--- src/rtl/lsu.sv ---
// Load/store unit: one request at a time, byte-enabled valid/ready bus, extended load data
// and precise exceptions (cause + mtval address) returned as a one-cycle response pulse.
//   state | meaning
//   IDLE  | ready for a request; decodes illegal/misaligned before any bus access
//   BUS   | bus request outstanding; waits for ready, error or timeout
//   RESP  | rsp_valid_o pulse; rsp_* registers hold the result
module lsu #(
    parameter int XLEN    = 32,
    parameter int ADDR_W  = 32,
    parameter int TIMEOUT = 16
) (
    input  logic              clk,
    input  logic              rst,
    input  logic              req_valid_i,
    output logic              req_ready_o,
    input  logic              req_we_i,
    input  logic [2:0]        req_f3_i,
    input  logic [ADDR_W-1:0] req_addr_i,
    input  logic [XLEN-1:0]   req_wdata_i,
    input  logic [4:0]        req_rd_i,
    output logic              mem_valid_o,
    input  logic              mem_ready_i,
    output logic              mem_we_o,
    output logic [ADDR_W-1:0] mem_addr_o,
    output logic [XLEN/8-1:0] mem_be_o,
    output logic [XLEN-1:0]   mem_wdata_o,
    input  logic [XLEN-1:0]   mem_rdata_i,
    input  logic              mem_err_i,
    output logic              rsp_valid_o,
    output logic [4:0]        rsp_rd_o,
    output logic [XLEN-1:0]   rsp_rdata_o,
    output logic              rsp_exc_o,
    output logic [3:0]        rsp_cause_o,
    output logic [ADDR_W-1:0] rsp_addr_o
);
    localparam int BE_W  = XLEN / 8;
    localparam int OFF_W = $clog2(BE_W);
    localparam int TO_W  = (TIMEOUT > 1) ? $clog2(TIMEOUT) : 1;

    typedef enum logic [1:0] {IDLE, BUS, RESP} state_t;
    state_t state, state_nx;

    logic              we_q;
    logic [2:0]        f3_q;
    logic [ADDR_W-1:0] addr_q;
    logic [4:0]        rd_q;
    logic [TO_W-1:0]   to_cnt;

    logic              illegal, misaligned, early_exc, timeout_hit;
    logic [BE_W-1:0]   be_base;
    logic [OFF_W-1:0]  off_in;
    logic [XLEN-1:0]   rd_shift, ld_data;

    always_comb begin
        off_in  = req_addr_i[OFF_W-1:0];
        illegal = (req_f3_i == 3'd7) || (req_we_i && req_f3_i[2]) ||
                  ((XLEN == 32) && (req_f3_i == 3'd3 || req_f3_i == 3'd6));
        case (req_f3_i[1:0])
            2'd0:    misaligned = 1'b0;
            2'd1:    misaligned = req_addr_i[0];
            2'd2:    misaligned = |req_addr_i[1:0];
            default: misaligned = |req_addr_i[2:0];
        endcase
        early_exc = illegal || misaligned;
        case (req_f3_i[1:0])
            2'd0:    be_base = BE_W'(1);
            2'd1:    be_base = BE_W'(3);
            2'd2:    be_base = BE_W'(15);
            default: be_base = '1;
        endcase
    end

    always_comb begin
        rd_shift = mem_rdata_i >> {addr_q[OFF_W-1:0], 3'b000};
        case (f3_q[1:0])
            2'd0:    ld_data = f3_q[2] ? XLEN'(rd_shift[7:0])  : XLEN'($signed(rd_shift[7:0]));
            2'd1:    ld_data = f3_q[2] ? XLEN'(rd_shift[15:0]) : XLEN'($signed(rd_shift[15:0]));
            2'd2:    ld_data = f3_q[2] ? XLEN'(rd_shift[31:0]) : XLEN'($signed(rd_shift[31:0]));
            default: ld_data = rd_shift;
        endcase
    end

    // A ready arriving in the last allowed cycle wins over the timeout.
    assign timeout_hit = (TIMEOUT != 0) && (state == BUS) && !mem_ready_i &&
                         (to_cnt == TO_W'(TIMEOUT - 1));

    always_ff @(posedge clk) begin
        if (rst) state <= IDLE;
        else     state <= state_nx;
    end

    always_comb begin
        state_nx    = state;
        req_ready_o = 1'b0;
        mem_valid_o = 1'b0;
        rsp_valid_o = 1'b0;
        case (state)
            IDLE: begin
                req_ready_o = 1'b1;
                if (req_valid_i) state_nx = early_exc ? RESP : BUS;
            end
            BUS: begin
                mem_valid_o = 1'b1;
                if (mem_ready_i || timeout_hit) state_nx = RESP;
            end
            RESP: begin
                rsp_valid_o = 1'b1;
                state_nx    = IDLE;
            end
            default: state_nx = IDLE;
        endcase
    end

    always_ff @(posedge clk) begin
        if (rst) begin
            we_q        <= 1'b0;
            f3_q        <= '0;
            addr_q      <= '0;
            rd_q        <= '0;
            to_cnt      <= '0;
            mem_we_o    <= 1'b0;
            mem_addr_o  <= '0;
            mem_be_o    <= '0;
            mem_wdata_o <= '0;
            rsp_rd_o    <= '0;
            rsp_rdata_o <= '0;
            rsp_exc_o   <= 1'b0;
            rsp_cause_o <= '0;
            rsp_addr_o  <= '0;
        end else begin
            case (state)
                IDLE: if (req_valid_i) begin
                    we_q        <= req_we_i;
                    f3_q        <= req_f3_i;
                    addr_q      <= req_addr_i;
                    rd_q        <= req_rd_i;
                    to_cnt      <= '0;
                    mem_we_o    <= req_we_i;
                    mem_addr_o  <= {req_addr_i[ADDR_W-1:OFF_W], {OFF_W{1'b0}}};
                    mem_be_o    <= be_base << off_in;
                    mem_wdata_o <= req_wdata_i << {off_in, 3'b000};
                    if (early_exc) begin
                        rsp_rd_o    <= req_we_i ? 5'd0 : req_rd_i;
                        rsp_rdata_o <= '0;
                        rsp_exc_o   <= 1'b1;
                        rsp_cause_o <= illegal ? 4'd2 : (req_we_i ? 4'd6 : 4'd4);
                        rsp_addr_o  <= req_addr_i;
                    end
                end
                BUS: begin
                    if (mem_ready_i || timeout_hit) begin
                        rsp_rd_o   <= we_q ? 5'd0 : rd_q;
                        rsp_addr_o <= addr_q;
                        if (timeout_hit || mem_err_i) begin
                            rsp_rdata_o <= '0;
                            rsp_exc_o   <= 1'b1;
                            rsp_cause_o <= we_q ? 4'd7 : 4'd5;
                        end else begin
                            rsp_rdata_o <= we_q ? '0 : ld_data;
                            rsp_exc_o   <= 1'b0;
                            rsp_cause_o <= 4'd0;
                        end
                    end else begin
                        to_cnt <= to_cnt + 1'b1;
                    end
                end
                default: ;
            endcase
        end
    end
endmodule

--- config.mk ---
export PLATFORM = sky130hd
export DESIGN_NAME = lsu
export DESIGN_NICKNAME = d
export VERILOG_FILES = /design/src/rtl/lsu.sv
export SDC_FILE = /design/constraint.sdc
export NUM_CORES = 1
export LEC_CHECK = 0
export BUFFER_PORTS_ARGS = -buffer_cell sky130_fd_sc_hd__buf_2
export CAP_MARGIN = 20
export CORE_AREA = 2 2 118 120
export CTS_CLUSTER_DIAMETER = 100
export DETAILED_ROUTE_END_ITERATION = 7
export DIE_AREA = 0 0 120 122
export GPL_TIMING_DRIVEN = 0
export MAX_ROUTING_LAYER = met4
export PLACE_DENSITY = 0.85
export SYNTH_ARGS = -nofsm -noshare
export SYNTH_HDL_FRONTEND = slang
export SYNTH_SLANG_ARGS = --single-unit
export TNS_END_PERCENT = 5
--- constraint.sdc ---
create_clock -name clk -period 5 [get_ports clk]
set_input_delay 0.25 -clock clk [delete_from_list [all_inputs] [get_ports clk]]
set_output_delay 0.25 -clock clk [all_outputs]
set_load 0.01 [all_outputs]
==> impl_results.md <==
* Share of post-route cells with drive strength above 1 at 0.314
* CTS tree: done
* Clock sinks at approximately 160
* Slew Viols, Final at 0
* CP Launch Type: flop
* RSZ-0062 raised after global routing: false
* Max FO, Critical Path at 10
* Global-route wire length before repair at 36700 um
* Placed cell areas at 8620 um^2
* FF+latch count, synth at 156
* Most common cell after layout, fill and taps aside: buf_2
* N_diodes at 0
* Avg Synthesized Cell Area at 8.30 um^2
* Vias per cell at 5.76
* Wl on met1 at 9770 um
* Met3 wire len at approximately 2100 um
* Seq/Total Area, Yosys at 0.438
* Max Cap Viol at 0
* I/O Buffers at between 200 and 300
* Initial antenna violation count at 0
* Largest net degree at the start of global routing at 17
* # IOs at roughly 260
* HPWL Detailed at ~18000 um
* Top-area cell type share of the netlist area at 0.438
* Top post-synthesis cells by area: dfxtp_1, nand2_1, a21oi_1
* Most frequent cells in the layout: buf_2, nand2_1, dfxtp_1
* TritonRoute pass-1 iters at 5
* GRT overflow at 0
* CP max-delay cell: o32ai_4
* Final GP Congestion at around 0.95
* Switching pwr at 0.945 mW
* Worst Path Arrival at 2900 ps
* # placed instances at between 1k and 1.5k
* Chip Height at 122 um
* Filler cell count at 1144
* Total track usage at 0.331
* # rows at 43
* Sw Ratio at 0.285
* Worst-Margin Slew at 961 ps
* DRT iter0 DRCs at 675
* Worst setup EP type: flop
* Routed len/inst at 18.1 um
* CP Cell Sequence: or3b_1 -> buf_2 -> o32ai_4 -> clkbuf_1 -> o221ai_1 -> a21oi_1
* Total negative setup slack at 0 ps
* Core Area at approximately 14000 um^2
* CTS Buf Count at 17
* Leakage power at 4.10 nW
* Multi-input logic area at 3460 um^2
* Min-Delay Path Class: input pin to flop
* Total Power at between 3 and 4 mW
* WS Path Type: flop to flop
* CP peak stage delay at 570 ps
* Req. time, crit path at ~5400 ps
* Tmin final at 2550 ps
* Number of distinct library cells after synthesis at 54
* Finished Layout Cells at between 1k and 1.5k
* Reg clk slew, reported paths at 60 ps
* Nets at ~1.2k
* Peak supply drop at roughly 0.23 mV
* Starting density of the core at 0.529
* Area grow syn2layout at 29.2%
* Fmax at a little under 400 MHz
* FF/Latch Area at ~3100 um^2
* Skew final at 9.24 ps
* Clock group share of total power at 0.398
* Post-cts hold buffer count at 0
* Wire length on met2 at 11500 um
* P_int at between 2 and 2.5 mW
* Synth Instances at 860
* Outcome: finished clean
* Hold Violations, Final at 0
* Worst hold margin at 57.8 ps
* Final ANT Viol Nets at 0
* Ys async rst share at 0
* Vias in the first global route at 7154
* Die Span X at between 100 and 150 um
* EDFF count, synth at 0
* Finished Cell Area at 9220 um^2
* Comb pwr share at 0.185
* CTS root buffer: clkbuf_16
* Period utilization at 0.509
* Post-CTS Setup Repair Bufs at 0
* H-tree levels at 4
* Sequential share of power at 0.417
* CTS Buffer Depth at 2
* Rel. slew slack at 0.355
* Via count at 7614
* Synthesis Warnings at 0
* Resize count post-CTS at 0
* DR top layer: met4
* DRC errors left at 0
* Power Density at approximately 360 nW/um^2
* Leading area contributor after synthesis: dfxtp_1
* Endpoints failing setup at 0
* Final WL at 23900 um
* Worst-Skew Late Latency at 430 ps
* Post-synth top flop: dfxtp_1
* Die area at 14600 um^2
* Netlist Area Pre-Place at 7140 um^2
synthesized netlist by cell type, types with 3 or more instances:
master,number
a22oi_1,4
o31ai_2,7
buf_1,4
xor2_1,3
a31o_1,3
nand2_1,172
a31o_2,4
a32o_1,4
a21oi_1,97
a2111oi_0,7
buf_4,35
nor2_1,64
dfxtp_1,156
buf_2,9
o21ai_0,34
nor3_1,21
clkbuf_1,59
mux4_2,4
nand2b_1,3
mux2_2,13
o2bb2ai_1,4
a311oi_1,38
mux2i_1,25
nand3_1,24
a221o_1,3
nor2b_1,9
nor3b_1,6
a211oi_1,16
area by class of cell:
cell class                      instances  area share
Inverter                                3     0.00122
Timing Repair Buffer                  250       0.136
Buffer                                108      0.0603
Clock buffer                           19      0.0491
Sequential cell                       156       0.339
Multi-Input combinational cell        595       0.375
Tap cell                              180      0.0244
Clock inverter                         12      0.0157
stage by stage:
step	worst slack [ps]	util
floorplan	3030	-
CTS	2520	0.683
finish	2450	0.683
detailed placement	2550	0.638
global placement	2560	0.638
global route	2300	0.683
cells by family (layout without fill, tap and decap cells):
family	Yosys count	in the layout	share of synthesized area
compound gates	232	232	0.219
other cells	1	3	0.000525
fa+ha+maj	1	1	0.00175
mux	42	42	0.0682
flops	156	156	0.438
simple gates	313	313	0.188
xor+xnor	4	4	0.00491
buf+inv	111	392	0.0794
registers in the layout, indices dropped and copies added, names as in the netlist:
name / cells
state: 2
rsp_exc_o: 1
addr_q: 32
mem_be_o: 4
to_cnt: 4
rsp_cause_o: 3
rd_q: 5
rsp_addr_o: 32
f3_q: 3
rsp_rd_o: 5
mem_wdata_o: 32
rsp_rdata_o: 32
we_q: 1
path summary, 6_finish.rpt:
path | from | to | slack [ps] | cells past startpoint
worst max-delay path | state[1] | rsp_cause_o[2] | 2450 | 6
worst max register to register | state[1] | rsp_cause_o[2] | 2450 | 6
worst min register to register | mem_wdata_o[9] | mem_wdata_o[9] | 450 | 2
worst min-delay path | req_wdata_i[5] | mem_wdata_o[21] | 60 | 2
worst max-delay path, delay by kind of cell, from the launching register on:
kind                   cells  cell delay, ps
AO/OA/AOI/OAI              3            1040
flip-flops                 1             350
buffers and inverters      2             710
AND/OR/NAND/NOR            1             370
metal layers:
layer  GRT usage  vias up
met1       0.419     3562
met3      0.0613       60
met4       0.137        0
met2       0.522      436
li1            -     3556
met5           -        -
power groups by stage:
stage	registers (mW)	logic (mW)	clock network [mW]
after global routing	1.40	0.668	1.38
after global placement	1.41	0.593	0
after CTS	1.39	0.606	1.32
after floorplan	1.44	0.326	0
final	1.39	0.615	1.32
after detailed placement	1.41	0.604	0
No activity file was read; power rests on OpenSTA's default activity.
